<file path="src/rtl/latch_write_sequencer.sv">
// Round-robin sequencer that shares one level-sensitive D-latch bank among NREQ
// requesters, walking each write through setup / enable / hold so D never moves while EN is high.
module latch_write_sequencer #(
  parameter int NREQ      = 4,
  parameter int WIDTH     = 8,
  parameter int SETUP_CYC = 1,
  parameter int EN_CYC    = 2,
  parameter int HOLD_CYC  = 1
) (
  input  logic                    clk,
  input  logic                    rst,
  input  logic [NREQ-1:0]         req,
  input  logic [NREQ*WIDTH-1:0]   wdata,
  input  logic [WIDTH-1:0]        latch_q,
  output logic [WIDTH-1:0]        latch_d,
  output logic                    latch_en,
  output logic [NREQ-1:0]         grant,
  output logic [NREQ-1:0]         ack,
  output logic                    busy,
  output logic                    mismatch,
  output logic [2:0]              state_dbg
);

  // Handshake: req is a level; it is sampled only in IDLE, data is captured at grant,
  // and ack pulses for one cycle in DONE. A requester drops req on the edge that sees ack.

  localparam int MAXC = (SETUP_CYC > EN_CYC) ?
                        ((SETUP_CYC > HOLD_CYC) ? SETUP_CYC : HOLD_CYC) :
                        ((EN_CYC > HOLD_CYC) ? EN_CYC : HOLD_CYC);
  localparam int CW = (MAXC < 2) ? 1 : $clog2(MAXC);
  localparam int PW = $clog2(NREQ);

  localparam logic [CW-1:0] SETUP_LD = CW'(SETUP_CYC - 1);
  localparam logic [CW-1:0] EN_LD    = CW'(EN_CYC - 1);
  localparam logic [CW-1:0] HOLD_LD  = CW'(HOLD_CYC - 1);
  localparam logic [NREQ-1:0] ONE    = NREQ'(1);

  typedef enum logic [2:0] {
    IDLE   = 3'd0,
    SETUP  = 3'd1,
    ENABLE = 3'd2,
    HOLD   = 3'd3,
    DONE   = 3'd4
  } state_t;

  state_t          state;
  logic [CW-1:0]   cnt;
  logic [PW-1:0]   ptr;
  logic [PW-1:0]   gidx;

  logic            pick_valid;
  logic [PW-1:0]   pick_idx;
  logic [PW-1:0]   cand;
  logic [WIDTH-1:0] pick_data;

  assign state_dbg = state;

  // Scan from the highest offset down so the nearest request at/after ptr wins.
  always_comb begin
    pick_valid = 1'b0;
    pick_idx   = '0;
    cand       = '0;
    for (int k = NREQ - 1; k >= 0; k--) begin
      cand = PW'((int'(ptr) + k) % NREQ);
      if (req[cand]) begin
        pick_valid = 1'b1;
        pick_idx   = cand;
      end
    end
  end

  always_comb begin
    pick_data = '0;
    for (int i = 0; i < NREQ; i++) begin
      if (PW'(i) == pick_idx) pick_data = wdata[i*WIDTH +: WIDTH];
    end
  end

  always_ff @(posedge clk) begin
    if (rst) begin
      state    <= IDLE;
      cnt      <= '0;
      ptr      <= '0;
      gidx     <= '0;
      latch_d  <= '0;
      latch_en <= 1'b0;
      grant    <= '0;
      ack      <= '0;
      busy     <= 1'b0;
      mismatch <= 1'b0;
    end else begin
      ack <= '0;
      case (state)
        IDLE: begin
          latch_en <= 1'b0;
          if (pick_valid) begin
            gidx    <= pick_idx;
            grant   <= ONE << pick_idx;
            latch_d <= pick_data;
            cnt     <= SETUP_LD;
            busy    <= 1'b1;
            state   <= SETUP;
          end
        end
        SETUP: begin
          if (cnt == '0) begin
            cnt      <= EN_LD;
            latch_en <= 1'b1;
            state    <= ENABLE;
          end else begin
            cnt <= cnt - 1'b1;
          end
        end
        ENABLE: begin
          if (cnt == '0) begin
            cnt      <= HOLD_LD;
            latch_en <= 1'b0;
            state    <= HOLD;
          end else begin
            cnt <= cnt - 1'b1;
          end
        end
        HOLD: begin
          if (cnt == '0) begin
            ack   <= grant;
            state <= DONE;
            // Readback check on the final hold cycle; sticky until reset.
            if (latch_q != latch_d) mismatch <= 1'b1;
          end else begin
            cnt <= cnt - 1'b1;
          end
        end
        DONE: begin
          grant <= '0;
          busy  <= 1'b0;
          ptr   <= (gidx == PW'(NREQ - 1)) ? '0 : gidx + 1'b1;
          state <= IDLE;
        end
        default: begin
          latch_en <= 1'b0;
          grant    <= '0;
          busy     <= 1'b0;
          state    <= IDLE;
        end
      endcase
    end
  end

endmodule

</file>
<file path="config.mk">
export PLATFORM = sky130hd
export DESIGN_NAME = latch_write_sequencer
export DESIGN_NICKNAME = d
export VERILOG_FILES = /design/src/rtl/latch_write_sequencer.sv
export SDC_FILE = /design/constraint.sdc
export NUM_CORES = 1
export LEC_CHECK = 0
export ABC_AREA = 0
export CAP_MARGIN = 10
export CORE_MARGIN = 2
export CORE_UTILIZATION = 41
export DETAILED_ROUTE_END_ITERATION = 6
export GPL_TIMING_DRIVEN = 0
export HOLD_SLACK_MARGIN = 0.15
export PLACE_DENSITY = 0.86
export SYNTH_ARGS = -nofsm -noshare
export SYNTH_HDL_FRONTEND = slang
export SYNTH_SLANG_ARGS = --single-unit
</file>
<file path="constraint.sdc">
create_clock -name clk -period 2.4 [get_ports clk]
set_input_delay 0.48 -clock clk [delete_from_list [all_inputs] [get_ports clk]]
set_output_delay 0.48 -clock clk [all_outputs]
set_load 0.05 [all_outputs]
</file>
==> key figures <==
STA
  • Final setup fails: 0
  • Slew headroom: 0.478
  • Fmax: 0.462 GHz
  • Setup_tns: 0 ps
  • Slew at the pin closest to its max-slew limit: 780 ps
  • Fin. Hold Viols: 0
  • Min setup slack post-route: 236 ps
  • Period utilisation layout: 0.902
  • RSZ-0062 raised after global routing: false
  • Fin. max-slew vios: 0
  • Final Critical Period: 2160 ps
  • Clock Skew: 5.27 ps

Finish
  • Multi-input gate area: 820 µm²
  • Fillers: 306
  • Commonest non-fill, non-tap cell in the layout: clkdlybuf4s50_1
  • Share of post-route cells with drive strength above 1: 0.0500
  • P&R area growth vs syn: 49.1%
  • Finished Cell Area: 2150 µm²
  • # diodes: 0
  • Fin nets: 288
  • Finished Layout Cells: 286
  • Register Area: 541 µm²
  • Commonest cells after routing, fill and taps aside: clkdlybuf4s50_1 (62), dfxtp_1 (27), a21oi_1 (15), nor2_1 (14), nand2_1 (14)

Clock tree
  • # resized after CTS: 0
  • Longest Clk Path Bufs: 2
  • Setup bufs post-CTS: 0
  • Clk Latency, worst-skew pair: 330 ps
  • CTS Sinks: 27
  • Worst-path clk slew: 150 ps
  • H-tree Lvls: 1
  • Clock root buffer: clkbuf_4
  • CTS Buf Count: 3
  • Hold buffers post-CTS: 0
  • CTS tree: yes

Floorplanning
  • IO Pins: 68
  • Floorplan core area: 3360 µm²
  • Starting Density: 0.429
  • Die Y: 63.3 µm
  • Die X: 63.3 µm
  • Cell Rows: 21
  • Die area: 4010 µm²

Min path
  • Critical hold path startpoint: grant[2]$_SDFFE_PP0P_
  • Hold endpoint: grant[2]$_SDFFE_PP0P_
  • Worst Hold Class: reg2reg
  • WHS Path Cells: 2

Critical path
  • Startpoint type of the worst setup path: flop
  • Max Fanout on Critical Path: 8
  • Slowest CP cell: clkdlybuf4s50_1
  • Critical path cell sequence: clkdlybuf4s50_1
  • RR Endpoint: latch_d[2]$_SDFFE_PP0P_
  • Worst r2r src: ptr[1]$_SDFFE_PP0N_
  • Flop2flop setup slack: 420 ps
  • Crit path DAT: 1680 ps
  • CP Class: reg2out
  • Critical path's top delay family: buffers and inverters
  • Buffers & Inverters on Critical Path: 1
  • Req. time, crit path: 1920 ps
  • Path depth of the worst reg2reg path: 8
  • CP Capture Type: output port
  • Largest stage delay, worst path: 860 ps

Global route
  • All-layer global routing usage: 0.203
  • Largest net degree at the start of global routing: 17
  • Initial antenna violation count: 0
  • Global route overflow: 0
  • First-pass GRT wire length: 6500 µm
  • Vias in the first global route: 1453

Place
  • DPL Wire Length: 3060 µm
  • DP Area: 2120 µm²
  • Placed cells: 282
  • Port Buffer Count: 62
  • Setup Slack @ Placement: 224 ps
  • Placer Congestion: 0.771

Drt
  • Total iterations of the first detailed-routing run: 4
  • Detailed Route Iter0 Violations: 103
  • Routed WL: 3930 µm
  • Via count: 1541
  • WL per Instance: 13.8 µm
  • Vias per cell: 5.39
  • Drt drc: 0
  • Final ANT Viol Nets: 0

Flow run
  • Max-Cap Viols: 0

Power
  • Internal power: 1040 µW
  • Net switching power: 913 µW
  • VDD IR max: 0.563 mV
  • Combinational Power Share: 0.559
  • Clk network pwr share: 0.105
  • Total chip power: 1950 µW
  • P_leak: 0.000784 µW
  • Sequential Power Share: 0.335
  • Power per Cell Area: 909 nW/µm²
  • Sw Ratio: 0.467

Yosys
  • Seq cells post-synth: 27
  • Mapped Area: 1440 µm²
  • Main synth FF type: dfxtp_1
  • Avg Cell Area, Syn: 8.28 µm²
  • Yosys cell types: 41
  • Number of synthesized flops with an enable pin: 0
  • Syn nets: 221
  • FFs w/ async S/R, synth: 0
  • Cell count after synthesis: 174
  • Yosys warns: 0
  • Sequential area share after synthesis: 0.375

Outcome
  • Status: finished clean
[cell usage after synthesis, types with 2 or more instances]
library cell   n  area [µm²]
and2_1         5        31.3
nor2_1        14        52.6
nor3_1         4        20.0
mux2i_1        3        30.0
buf_2          5        25.0
xnor2_1        9        78.8
nand4_1        2        12.5
a22oi_1        6        45.0
nand2b_1       2        12.5
o21ai_0        6        30.0
a21oi_1       15        75.1
o221ai_1       7        61.3
a21boi_0       7        52.6
a31oi_1        2        12.5
nor2b_1        2        12.5
nand2_1       14        52.6
a21o_1         2        15.0
or3_1          4        25.0
clkbuf_1       8        30.0
nand3b_1       2        15.0
o22ai_1        6        37.5
dfxtp_1       27         541
inv_1          4        15.0
[worst register-to-register path, stage by stage (launching register included)]
cell	delay, ps
dfxtp_1	350
buf_6	130
mux2_4	300
a32o_1	210
or2_0	180
buf_2	170
buf_2	190
a21boi_0	210
o22ai_1	120
[stage by stage]
| stage | utilization | hold WS [ps] |
|---|---|---|
| global placement | 0.630 | 448 |
| detailed placement | 0.630 | 461 |
| floorplan | - | 440 |
| CTS | 0.639 | 480 |
| finish | 0.639 | 482 |
| global route | 0.639 | 498 |
[metal layers]
layer  routed length (µm)  track usage  up-vias
met3                  315       0.0536        2
met5                    0            0        -
met2                 1910        0.346       72
li1                     -            -      765
met4                   18       0.0598        0
met1                 1690        0.252      702
[state kept, by name, indices dropped and copies added, names as in the netlist]
signal,count
mismatch,1
state_dbg,3
grant,4
latch_en,1
latch_d,8
gidx,2
busy,1
ptr,2
cnt,1
ack,4
[cell families (layout without fill, tap and decap cells)]
kind of cell | count (synthesis) | count (layout) | synth area share
xor+xnor | 9 | 9 | 0.0547
buf+inv | 18 | 84 | 0.0564
mux | 4 | 4 | 0.0312
fa+ha+maj | 1 | 1 | 0.00868
flops | 27 | 27 | 0.375
compound gates | 60 | 60 | 0.285
simple gates | 55 | 55 | 0.189
[area by class of cell]
type | count | area share
Sequential cell | 27 | 0.251
Inverter | 4 | 0.00698
Multi-Input combinational cell | 129 | 0.381
Clock buffer | 3 | 0.0105
Clock inverter | 1 | 0.00349
Tap cell | 46 | 0.0268
Timing Repair Buffer | 62 | 0.289
Buffer | 14 | 0.0308
[power by group through the flow]
| stage | Sequential, µW | Combinational [µW] | Clock [µW] |
|---|---|---|---|
| after floorplan | 973 | 415 | 0 |
| after global placement | 661 | 1080 | 0 |
| after detailed placement | 664 | 1090 | 0 |
| after CTS | 656 | 1100 | 207 |
| after global routing | 671 | 1180 | 233 |
| final | 655 | 1090 | 206 |
[worst max path at each step]
stage | start | to | slack (ps) | cells past startpoint
global placement | req[3] | latch_d[3]$_SDFFE_PP0P_ | 270 | 8
detailed placement | req[3] | latch_d[2]$_SDFFE_PP0P_ | 220 | 8
floorplan | req[0] | latch_d[3]$_SDFFE_PP0P_ | 440 | 8
finish | state_dbg[0]$_SDFFE_PP0P_ | state_dbg[0] | 240 | 1
CTS | state_dbg[0]$_SDFFE_PP0P_ | state_dbg[0] | 220 | 1
global route | state_dbg[0]$_SDFFE_PP0P_ | state_dbg[0] | 150 | 1
(Power assumes the default switching activity.)
